===== config.mk =====
export PLATFORM = sky130hd
export DESIGN_NAME = absdiff_acc_flat
export DESIGN_NICKNAME = d
export VERILOG_FILES = /design/src/rtl/absdiff_pkg.sv /design/src/rtl/absdiff_if.sv /design/src/rtl/absdiff_ctrl.sv /design/src/rtl/absdiff_acc.sv /design/src/flat_wrapper.sv
export SDC_FILE = /design/constraint.sdc
export NUM_CORES = 1
export LEC_CHECK = 0
export BUFFER_PORTS_ARGS = -buffer_cell sky130_fd_sc_hd__buf_2
export CAP_MARGIN = 20
export CORE_MARGIN = 2
export CORE_UTILIZATION = 51
export CTS_CLUSTER_SIZE = 28
export DETAILED_ROUTE_END_ITERATION = 10
export GPL_ROUTABILITY_DRIVEN = 0
export MAX_ROUTING_LAYER = met4
export PLACE_DENSITY = 0.75
export SLEW_MARGIN = 20
export SYNTH_ARGS = -nofsm -noshare
export SYNTH_HDL_FRONTEND = slang
export SYNTH_HIERARCHICAL = 1
export SYNTH_SLANG_ARGS = --single-unit

===== constraint.sdc =====
create_clock -name clk_i -period 2.1 [get_ports clk_i]
set_input_delay 0.105 -clock clk_i [delete_from_list [all_inputs] [get_ports clk_i]]
set_output_delay 0.105 -clock clk_i [all_outputs]
set_load 0.01 [all_outputs]

===== src/rtl/absdiff_pkg.sv =====
// -----------------------------------------------------------------------------
// absdiff_pkg
// Shared definitions for the absolute-difference accumulator slice:
//   - state_e     : 2-bit FSM state encoding used by absdiff_ctrl
//   - DEF_WIDTH   : default operand / magnitude width
//   - DEF_ACC_W   : default accumulator width
// -----------------------------------------------------------------------------
package absdiff_pkg;

    localparam int DEF_WIDTH = 8;
    localparam int DEF_ACC_W = DEF_WIDTH + 8;

    typedef enum logic [1:0] {
        S_IDLE = 2'b00,
        S_SUB  = 2'b01,
        S_CONV = 2'b10,
        S_DONE = 2'b11
    } state_e;

endpackage : absdiff_pkg


===== src/rtl/absdiff_if.sv =====
// -----------------------------------------------------------------------------
// absdiff_if
// Request / result bundle of absdiff_acc.
//   master : drives start_i, a_i, b_i, mode_i, clr_acc_i; observes results
//   slave  : the accumulator block; drives busy_o, done_o, diff_o, a_lt_b_o,
//            acc_o, acc_ovf_o
// -----------------------------------------------------------------------------
interface absdiff_if #(
    parameter int WIDTH = absdiff_pkg::DEF_WIDTH,
    parameter int ACC_W = absdiff_pkg::DEF_ACC_W
);
    logic             start_i;
    logic [WIDTH-1:0] a_i;
    logic [WIDTH-1:0] b_i;
    logic             mode_i;
    logic             clr_acc_i;
    logic             busy_o;
    logic             done_o;
    logic [WIDTH-1:0] diff_o;
    logic             a_lt_b_o;
    logic [ACC_W-1:0] acc_o;
    logic             acc_ovf_o;

    modport master (
        output start_i, a_i, b_i, mode_i, clr_acc_i,
        input  busy_o, done_o, diff_o, a_lt_b_o, acc_o, acc_ovf_o
    );

    modport slave (
        input  start_i, a_i, b_i, mode_i, clr_acc_i,
        output busy_o, done_o, diff_o, a_lt_b_o, acc_o, acc_ovf_o
    );
endinterface : absdiff_if


===== src/rtl/absdiff_ctrl.sv =====
// -----------------------------------------------------------------------------
// absdiff_ctrl
// Sequencing FSM for absdiff_acc: IDLE -> SUB -> (CONV when A<B) -> DONE.
// Ports:
//   clk_i, rst_b_i : clock, asynchronous active-low reset
//   start_i        : operation request, only looked at in S_IDLE
//   carry_i        : carry-out of A + ~B + 1 during S_SUB (1 means A >= B)
//   load_o         : capture operands and mode this cycle
//   sub_o          : datapath performs the subtraction this cycle
//   conv_o         : datapath negates the result this cycle
//   done_o         : result complete (one-cycle pulse)
//   busy_o         : any state other than S_IDLE
// -----------------------------------------------------------------------------
module absdiff_ctrl
    import absdiff_pkg::*;
(
    input  logic clk_i,
    input  logic rst_b_i,
    input  logic start_i,
    input  logic carry_i,
    output logic load_o,
    output logic sub_o,
    output logic conv_o,
    output logic done_o,
    output logic busy_o
);

    state_e state_q, state_d;

    // NOTE: state registers use non-blocking assignments so every flop
    // samples the pre-edge values of the others.
    always_ff @(posedge clk_i or negedge rst_b_i) begin
        if (!rst_b_i) state_q <= S_IDLE;
        else          state_q <= state_d;
    end

    // NOTE: every output gets a default before the case so no path leaves a
    // signal unassigned and no latch is inferred.
    always_comb begin
        state_d = state_q;
        load_o  = 1'b0;
        sub_o   = 1'b0;
        conv_o  = 1'b0;
        done_o  = 1'b0;
        busy_o  = 1'b1;
        unique case (state_q)
            S_IDLE: begin
                busy_o = 1'b0;
                if (start_i) begin
                    load_o  = 1'b1;
                    state_d = S_SUB;
                end
            end
            S_SUB: begin
                sub_o   = 1'b1;
                state_d = carry_i ? S_DONE : S_CONV;
            end
            S_CONV: begin
                conv_o  = 1'b1;
                state_d = S_DONE;
            end
            S_DONE: begin
                // start_i is ignored here; a new request is taken in S_IDLE.
                done_o  = 1'b1;
                state_d = S_IDLE;
            end
            default: state_d = S_IDLE;
        endcase
    end

endmodule : absdiff_ctrl


===== src/rtl/absdiff_acc.sv =====
// -----------------------------------------------------------------------------
// absdiff_acc
// Multi-cycle |A-B| unit with an optional running sum of the magnitudes.
// Ports:
//   clk_i, rst_b_i : clock, asynchronous active-low reset
//   bus            : absdiff_if slave - start_i/a_i/b_i/mode_i/clr_acc_i in,
//                    busy_o/done_o/diff_o/a_lt_b_o/acc_o/acc_ovf_o out
// Latency from the start cycle: done_o in cycle 2 (A>=B) or 3 (A<B);
// diff_o / a_lt_b_o / acc_o update on the edge that ends the done_o cycle.
// -----------------------------------------------------------------------------
module absdiff_acc
    import absdiff_pkg::*;
#(
    parameter int WIDTH = DEF_WIDTH,
    parameter int ACC_W = DEF_ACC_W
) (
    input  logic      clk_i,
    input  logic      rst_b_i,
    absdiff_if.slave  bus
);

    logic             load, sub, conv, done, busy;
    logic [WIDTH-1:0] a_q, b_q, r_q, diff_q;
    logic             mode_q, lt_q, a_lt_b_q;
    logic [ACC_W-1:0] acc_q;
    logic             ovf_q;
    logic [WIDTH:0]   sub_sum;
    logic [ACC_W:0]   acc_sum;

    // A + ~B + 1 at WIDTH+1 bits: the top bit is the "no borrow" carry (A >= B).
    assign sub_sum = {1'b0, a_q} + {1'b0, ~b_q} + (WIDTH + 1)'(1);
    // Extra top bit carries the accumulator wrap out.
    assign acc_sum = {1'b0, acc_q} + (ACC_W + 1)'(r_q);

    absdiff_ctrl u_ctrl (
        .clk_i   (clk_i),
        .rst_b_i (rst_b_i),
        .start_i (bus.start_i),
        .carry_i (sub_sum[WIDTH]),
        .load_o  (load),
        .sub_o   (sub),
        .conv_o  (conv),
        .done_o  (done),
        .busy_o  (busy)
    );

    // NOTE: all datapath registers are reset, not just the control state, so
    // an abort mid-operation leaves no stale operand or result visible.
    always_ff @(posedge clk_i or negedge rst_b_i) begin
        if (!rst_b_i) begin
            a_q      <= '0;
            b_q      <= '0;
            mode_q   <= 1'b0;
            r_q      <= '0;
            lt_q     <= 1'b0;
            diff_q   <= '0;
            a_lt_b_q <= 1'b0;
        end else begin
            if (load) begin
                a_q    <= bus.a_i;
                b_q    <= bus.b_i;
                mode_q <= bus.mode_i;
                lt_q   <= 1'b0;
            end
            if (sub) r_q <= sub_sum[WIDTH-1:0];
            if (conv) begin
                // Borrow case: the subtraction left B-A in two's complement.
                r_q  <= ~r_q + WIDTH'(1);
                lt_q <= 1'b1;
            end
            if (done) begin
                diff_q   <= r_q;
                a_lt_b_q <= lt_q;
            end
        end
    end

    always_ff @(posedge clk_i or negedge rst_b_i) begin
        if (!rst_b_i) begin
            acc_q <= '0;
            ovf_q <= 1'b0;
        end else if (bus.clr_acc_i) begin
            // Clear takes priority over a coinciding accumulate.
            acc_q <= '0;
            ovf_q <= 1'b0;
        end else if (done && mode_q) begin
            acc_q <= acc_sum[ACC_W-1:0];
            if (acc_sum[ACC_W]) ovf_q <= 1'b1;
        end
    end

    assign bus.busy_o    = busy;
    assign bus.done_o    = done;
    assign bus.diff_o    = diff_q;
    assign bus.a_lt_b_o  = a_lt_b_q;
    assign bus.acc_o     = acc_q;
    assign bus.acc_ovf_o = ovf_q;

endmodule : absdiff_acc


===== src/flat_wrapper.sv =====
// flat-port wrapper written by rule: the top's interface ports become plain ports
module absdiff_acc_flat import absdiff_pkg::*;
#(
    parameter int WIDTH = DEF_WIDTH,
    parameter int ACC_W = DEF_ACC_W
)
  (clk_i, rst_b_i, bus_start_i, bus_a_i, bus_b_i, bus_mode_i, bus_clr_acc_i, bus_busy_o, bus_done_o, bus_diff_o, bus_a_lt_b_o, bus_acc_o, bus_acc_ovf_o);
  absdiff_if #(.WIDTH(WIDTH), .ACC_W(ACC_W)) bus_i ();
  input  logic clk_i;
  input  logic rst_b_i;
  input wire logic [$bits(bus_i.start_i)-1:0] bus_start_i;
  input wire logic [$bits(bus_i.a_i)-1:0] bus_a_i;
  input wire logic [$bits(bus_i.b_i)-1:0] bus_b_i;
  input wire logic [$bits(bus_i.mode_i)-1:0] bus_mode_i;
  input wire logic [$bits(bus_i.clr_acc_i)-1:0] bus_clr_acc_i;
  output wire logic [$bits(bus_i.busy_o)-1:0] bus_busy_o;
  output wire logic [$bits(bus_i.done_o)-1:0] bus_done_o;
  output wire logic [$bits(bus_i.diff_o)-1:0] bus_diff_o;
  output wire logic [$bits(bus_i.a_lt_b_o)-1:0] bus_a_lt_b_o;
  output wire logic [$bits(bus_i.acc_o)-1:0] bus_acc_o;
  output wire logic [$bits(bus_i.acc_ovf_o)-1:0] bus_acc_ovf_o;
  assign bus_i.start_i = bus_start_i;
  assign bus_i.a_i = bus_a_i;
  assign bus_i.b_i = bus_b_i;
  assign bus_i.mode_i = bus_mode_i;
  assign bus_i.clr_acc_i = bus_clr_acc_i;
  assign bus_busy_o = bus_i.busy_o;
  assign bus_done_o = bus_i.done_o;
  assign bus_diff_o = bus_i.diff_o;
  assign bus_a_lt_b_o = bus_i.a_lt_b_o;
  assign bus_acc_o = bus_i.acc_o;
  assign bus_acc_ovf_o = bus_i.acc_ovf_o;
  absdiff_acc #(.WIDTH(WIDTH), .ACC_W(ACC_W)) u_core (.clk_i(clk_i), .rst_b_i(rst_b_i), .bus(bus_i));
endmodule

==> results of run 1 <==
[per-layer routing]
layer / vias up / routed length [microns] / global-route usage [%]
met4: 0 / 65 / 6.50
met5: - / 0 / -
met3: 8 / 370 / 3.30
met2: 74 / 3300 / 35.0
li1: 1225 / - / -
met1: 1202 / 2950 / 28.1
[worst paths after layout]
kind                       slack (ps)            startpoint                   end
setup / recovery                   -5   u_core/bus.acc_o[0]  u_core/bus.acc_ovf_o
hold / removal                      9            bus_b_i[1]         u_core/b_q[1]
setup reg to reg                   -5   u_core/bus.acc_o[0]  u_core/bus.acc_ovf_o
hold reg to reg                   510  u_core/bus.diff_o[0]  u_core/bus.diff_o[0]
max in group asynchronous        1200               rst_b_i         u_core/mode_q
min in group asynchronous         450               rst_b_i   u_core/bus.acc_o[4]
[stage by stage]
step | hold slack (ps) | setup TNS (ps) | worst slack (ps) | cells
floorplan | -191 | 0 | 20.6 | 310
global placement | 267 | 0 | 14.9 | 439
detailed placement | 277 | -79.7 | -37.6 | 439
CTS | 3.20 | 0 | 4.18 | 454
global route | 12.8 | -110 | -66.6 | 455
finish | 9.21 | -4.81 | -4.81 | 455
[cell usage in the layout, fill, tap and decap left out, drive strengths merged, types with 4 or more instances in the layout]
cell type    instances
xor2                12
dlygate4sd3          6
xnor2                8
ha                  22
o21ai               23
o31ai                4
a211oi               4
nand4                5
a21oi               24
inv                 24
dfrtp               54
nor2                20
clkbuf               5
nand2               30
buf                 69
mux2                18
nand3                4
[synth_stat cells (3+ instances only)]
| library cell | n | area, sq um |
|---|---|---|
| a211oi_1 | 4 | 30.0 |
| a21oi_1 | 22 | 110 |
| clkbuf_1 | 8 | 30.0 |
| dfrtp_1 | 54 | 1350 |
| ha_1 | 22 | 275 |
| inv_1 | 24 | 90.1 |
| mux2_2 | 18 | 203 |
| mux2i_1 | 3 | 30.0 |
| nand2_1 | 30 | 113 |
| nand3_1 | 4 | 20.0 |
| nand3b_1 | 3 | 22.5 |
| nand4_1 | 5 | 31.3 |
| nor2_1 | 20 | 75.1 |
| o211ai_1 | 3 | 22.5 |
| o21a_1 | 3 | 22.5 |
| o21ai_0 | 21 | 105 |
| o31ai_1 | 4 | 30.0 |
| xnor2_1 | 8 | 70.1 |
| xor2_1 | 12 | 105 |
[flip-flops by register name, summed over array words and instances, names as in the netlist]
| register | flops |
|---|---|
| u_core/bus.a_lt_b_o | 1 |
| u_core/bus.diff_o | 8 |
| u_core/lt_q | 1 |
| u_core/a_q | 8 |
| u_core/u_ctrl/state_q | 2 |
| u_core/b_q | 8 |
| u_core/bus.acc_o | 16 |
| u_core/bus.acc_ovf_o | 1 |
| u_core/mode_q | 1 |
| u_core/r_q | 8 |
[power breakdown]
part           switching (W)  total, W  leakage, nW  internal, W
Combinational        0.00178   0.00332         1.01      0.00153
Clock               0.000330  0.000555       0.0438     0.000225
Sequential          0.000245   0.00170        0.676      0.00145
[cells by family after synthesis]
group / count (synthesis) / synth area share, %
fa+ha+maj: 24 / 10.2
xor+xnor: 20 / 5.67
flops: 54 / 43.8
buf+inv: 36 / 4.50
compound gates: 76 / 15.2
simple gates: 79 / 13.1
mux: 21 / 7.54
[worst max-delay path, stage by stage (launching register included)]
cell,delay (ps)
dfrtp_1,370
ha_2,190
inv_2,40
fa_2,330
nand2b_4,170
a21oi_4,190
o21ai_4,90
or4_4,530
a21oi_2,130
[layout make-up]
type                    instances  area [sq um]  area share (%)
clock inverters                 2          10.0           0.269
flip-flops and latches         54          1350            36.3
multi-input cells             220          1660            44.4
inverters                      24          90.1            2.42
repair buffers                 75           458            12.3
clock buffers                   5          68.8            1.85
well taps                      75          93.8            2.52
[repair_timing]
action / in CTS / in global routing
setup buffers: 2 / 1
hold endpoints to repair: 59 / 0
setup endpoints to repair: 3 / 5
hold buffers: 6 / 0
resized for setup: 2 / 9
pin swaps: 2 / 5
==> results.md, run 1 <==
- Async set or reset register ratio after synthesis: 100%
- Worst Tran Pin Value: 674 ps
- Top Ports: between 40 and 50
- DRT iter0 DRCs: 175
- Final ANT Viol Nets: 0
- Violated checks: negative setup slack
- Syn Inst Count: 310
- Slew HR: 55.0%
- CTS buffer count: 5
- Min Clock Period, post-route: 2100 ps
- Die ar.: ~6700 sq um
- Tcrit/Tclk final: 100%
- Startpoint Class: flop
- Final hold viol count: 0
- F_max: 475 MHz
- Post-synth EDFFs: 0
- Ant. Diodes: 0
- Share of layout cells above drive strength 1: roughly 30%
- GRT Overall Usage: 21.6%
- Syn Nets: approximately 360
- Status: finished, violations left
- Clock root cell: clkbuf_8
- First-pass GRT wire length: ~11000 microns
- CP Max Fanout: 4
- Core area: slightly below 6000 sq um
- Hold Path Depth: 3
- Worst-Skew Late Latency: ~300 ps
- Synth cell types: 49
- Fraction of the yosys area taken by sequential cells: around 44%
- Vias per cell: around 5.5
- Largest net degree at the start of global routing: 55
- Post-DP HPWL: just under 5000 microns
- WS Path Type: flop to flop
- Top_reg_cell synth: dfrtp_1
- #FFs+latches synth: 54
- Htree depth: 2
- Worst EP required: 2340 ps
- Vias in the first global route: approximately 2400
- Initial antenna violation count: 0
- Via Count: around 2500
- VDD IR max: about 0.00082 V
- Pleak: between 1.5 and 2 nW
- Max-slew violation count: 0
- Placed cell areas: approximately 3500 sq um
- Pre-antenna DRT Iters: 4
- CTS sink cnt: 54
- Post-Syn Area: 3090 sq um
- Layout Skew: just over 9 ps
- Final worst slack: -4.81 ps
- Final instance area: between 3000 and 4000 sq um
- Die height: 81.8 microns
- Chip width: just over 80 microns
- Syn avg cell area: between 9 and 10 sq um
- Cell Rows: 28
- Pwr per Cell Area: 1500 nW/um^2
- CTS tree: yes
- RSZ-0062 raised after global routing: true
- CTS max path bufs: 2
- WL per Instance: around 15 microns
- R2R cell count: 8
- Initial Util: 52.4%
- Setup violators final: 1
- GRT overflow: 0
- Layout net count: 425
- Drt drc: 0
- Yosys Warn Count: 6
- Maxcap violations: 0
- Final core occ: 63.3%
- Endpoint class of the critical path: flop
- Total power: between 0.005 and 0.006 W
- Worst-path clk slew: ~90 ps
- Fillcell total: about 530
- Synthesis-to-layout area growth: 20.8%
- Final wirelength: ~6700 microns
- CP arrival: 2350 ps
- Buffers on Ports: 48
- Worst Hold Class: primary input to flop
Note: power is estimated with default switching activity, not from simulation.
==> inputs of run 2 (changes only) <==
--- a/config.mk
+++ b/config.mk
@@ -5,7 +5,7 @@
 export SDC_FILE = /design/constraint.sdc
 export NUM_CORES = 1
 export LEC_CHECK = 0
-export BUFFER_PORTS_ARGS = -buffer_cell sky130_fd_sc_hd__buf_2
+export BUFFER_PORTS_ARGS = -buffer_cell sky130_fd_sc_hd__buf_4
 export CAP_MARGIN = 20
 export CORE_MARGIN = 2
 export CORE_UTILIZATION = 51
==> results.md, run 2 (synthesis gave the netlist of run 1 again) <==
- Status: finished, final reports clean
- FF/Latch Area: 1350 sq um (unchanged)
- Die ar.: 6690 sq um (unchanged)
- Endpoint class of the critical path: flop
- M1 wire length: 3130 microns (+6.0%)
- Highest metal used: met4
- VDD IR max: 0.000842 V (+2.5%)
- Worst-path clk slew: 100 ps (about the same)
- Pwr per Cell Area: 1480 nW/um^2 (-0.74%)
- Setup violators final: 0 (-1)
- Final core occ: 65.5% (+2.1 points)
- Min Clock Period, post-route: 2080 ps (-26.1 ps)
- Share of layout cells above drive strength 1: 31.4% (+0.87 points)
- Pre-antenna DRT Iters: 4 (unchanged)
- Buffers on Ports: 48 (unchanged)
- CTS buffer count: 5 (unchanged)
- Final hold viol count: 0 (unchanged)
- Worst Hold Class: primary input to flop
- Worst Tran Pin Value: 672 ps (-1.95 ps)
- Final worst slack: 21.3 ps (+26.1 ps)
- Fillcell total: 488 (-8.6%)
- Ant. Diodes: 0 (unchanged)
- Top Ports: 49 (unchanged)
- Pleak: 1.76 nW (+1.9%)
- Initial antenna violation count: 0 (unchanged)
- Layout Skew: 10.0 ps (+0.924 ps)
- Place WS: -39.8 ps (-2.19 ps)
- Die height: 81.8 microns (unchanged)
- DR WL met3: 271 microns (-27%)
- Max reg flops: 16 (unchanged)
- First-pass GRT wire length: 10900 microns (+0.45%)
- Placed cell areas: 3650 sq um (+3.6%)
- Synthesis-to-layout area growth: 24.8%
- Worst Hold Slack: 6.19 ps (-3.02 ps)
- GRT overflow: 0 (unchanged)
- Final instance area: 3850 sq um (+3.4%)
- Vias per cell: 5.44 (-1.3%)
- Chip width: 81.8 microns (unchanged)
- RSZ-0062 raised after global routing: true
- Max-slew violation count: 0 (unchanged)
- CTS sink cnt: 54 (unchanged)
- Final ANT Viol Nets: 0 (unchanged)
- WL met2: 3170 microns (-4.0%)
- F_max: 481 MHz (+1.3%)
- Maxcap violations: 0 (unchanged)
- Via Count: 2472 (-1.5%)
- Layout net count: 425 (unchanged)
- CP arrival: 2330 ps (-20 ps)
- GRT Overall Usage: 21.5% (-0.096 points)
- CP Max Fanout: 4 (unchanged)
- Vias in the first global route: 2359 (-0.88%)
- Post-DP HPWL: 4780 microns (-2.3%)
- Multi-input logic area: 1670 sq um (+0.76%)
- Cell Rows: 28 (unchanged)
- Startpoint Class: flop
- Initial Util: 52.4% (unchanged)
- Slew HR: 55.2% (+0.13 points)
- CTS max path bufs: 2 (unchanged)
- Worst EP required: 2350 ps (about the same)
- CTS tree: yes
- Worst-Skew Late Latency: 310 ps (about the same)
- DRT iter0 DRCs: 149 (-15%)
- Largest net degree at the start of global routing: 55 (unchanged)
- Tcrit/Tclk final: 99.0% (-1.2 points)
- Most common cell after layout, fill and taps aside: buf_4
- Htree depth: 2 (unchanged)
- Drt drc: 0 (unchanged)
- Most frequent cells in the layout: buf_4 (73), dfrtp_1 (54), nand2_1 (30), inv_1 (23), o21ai_0 (21)
- Core area: 5890 sq um (unchanged)
- WL per Instance: 14.7 microns (about the same)
- Final wirelength: 6670 microns (-0.18%)
- WS Path Type: flop to flop
- Clock root cell: clkbuf_8
-- run 2: changes by cell type in the layout (fill, tap and decap cells not counted), sizes merged --
cell	previous run	this run
clkbuf	5	6
clkinv	2	0
dlygate4sd3	6	2
buf	69	73
-- run 2: report_power, final --
group | switching (W) | internal, W | total, W
registers | 0.000264 | 0.00146 | 0.00172
clock network | 0.000319 | 0.000255 | 0.000574
logic | 0.00176 | 0.00166 | 0.00343
total | 0.00234 | 0.00337 | 0.00572
-- run 2: worst max-delay path, stage by stage (launching register included) --
cell and delay, ps:
dfrtp_1 360, ha_2 190, inv_2 40, fa_2 330, nand2b_4 160, a21oi_4 190
o21ai_4 80, or4_4 520, a21oi_2 140
-- run 2: final timing paths --
check / to / slack (ps) / startpoint / cells after the start
max in group asynchronous: u_core/b_q[6] / 1270 / rst_b_i / 2
worst max-delay path: u_core/bus.acc_ovf_o / 20 / u_core/bus.acc_o[0] / 8
worst min-delay path: u_core/b_q[1] / 6 / bus_b_i[1] / 3
min in group asynchronous: u_core/bus.acc_o[4] / 370 / rst_b_i / 2
worst min register to register: u_core/bus.a_lt_b_o / 510 / u_core/bus.a_lt_b_o / 1
worst max register to register: u_core/bus.acc_ovf_o / 20 / u_core/bus.acc_o[0] / 8
-- run 2: routing by layer --
metal	track usage (%)	vias to the layer above
li1	-	1227
met1	29.3	1172
met2	33.3	62
met3	3.96	11
met4	5.33	0
met5	-	-
-- run 2: timing repair --
item | CTS | global route
hold buffers | 2 | 0
endpoints found under the hold margin | 55 | 0
endpoints found under the setup margin | 3 | 3
gates resized for setup | 3 | 9
setup buffers | 2 | 4
pin swaps | 2 | 8
-- run 2: layout make-up --
| class | count | share of cell area (%) |
|---|---|---|
| timing repair buffer | 75 | 14.7 |
| clock buffer | 6 | 2.14 |
| inverter | 24 | 2.34 |
| sequential | 54 | 35.1 |
| multi-input combinational | 220 | 43.3 |
| tap | 75 | 2.44 |
-- run 2: per-stage QoR --
step	instances	power, W	TNS (ps)
floorplan	310	0.00391	0
global placement	440	0.00487	0
detailed placement	440	0.00496	-48.9
CTS	450	0.00563	0
global route	454	0.00623	-165
finish	454	0.00572	0
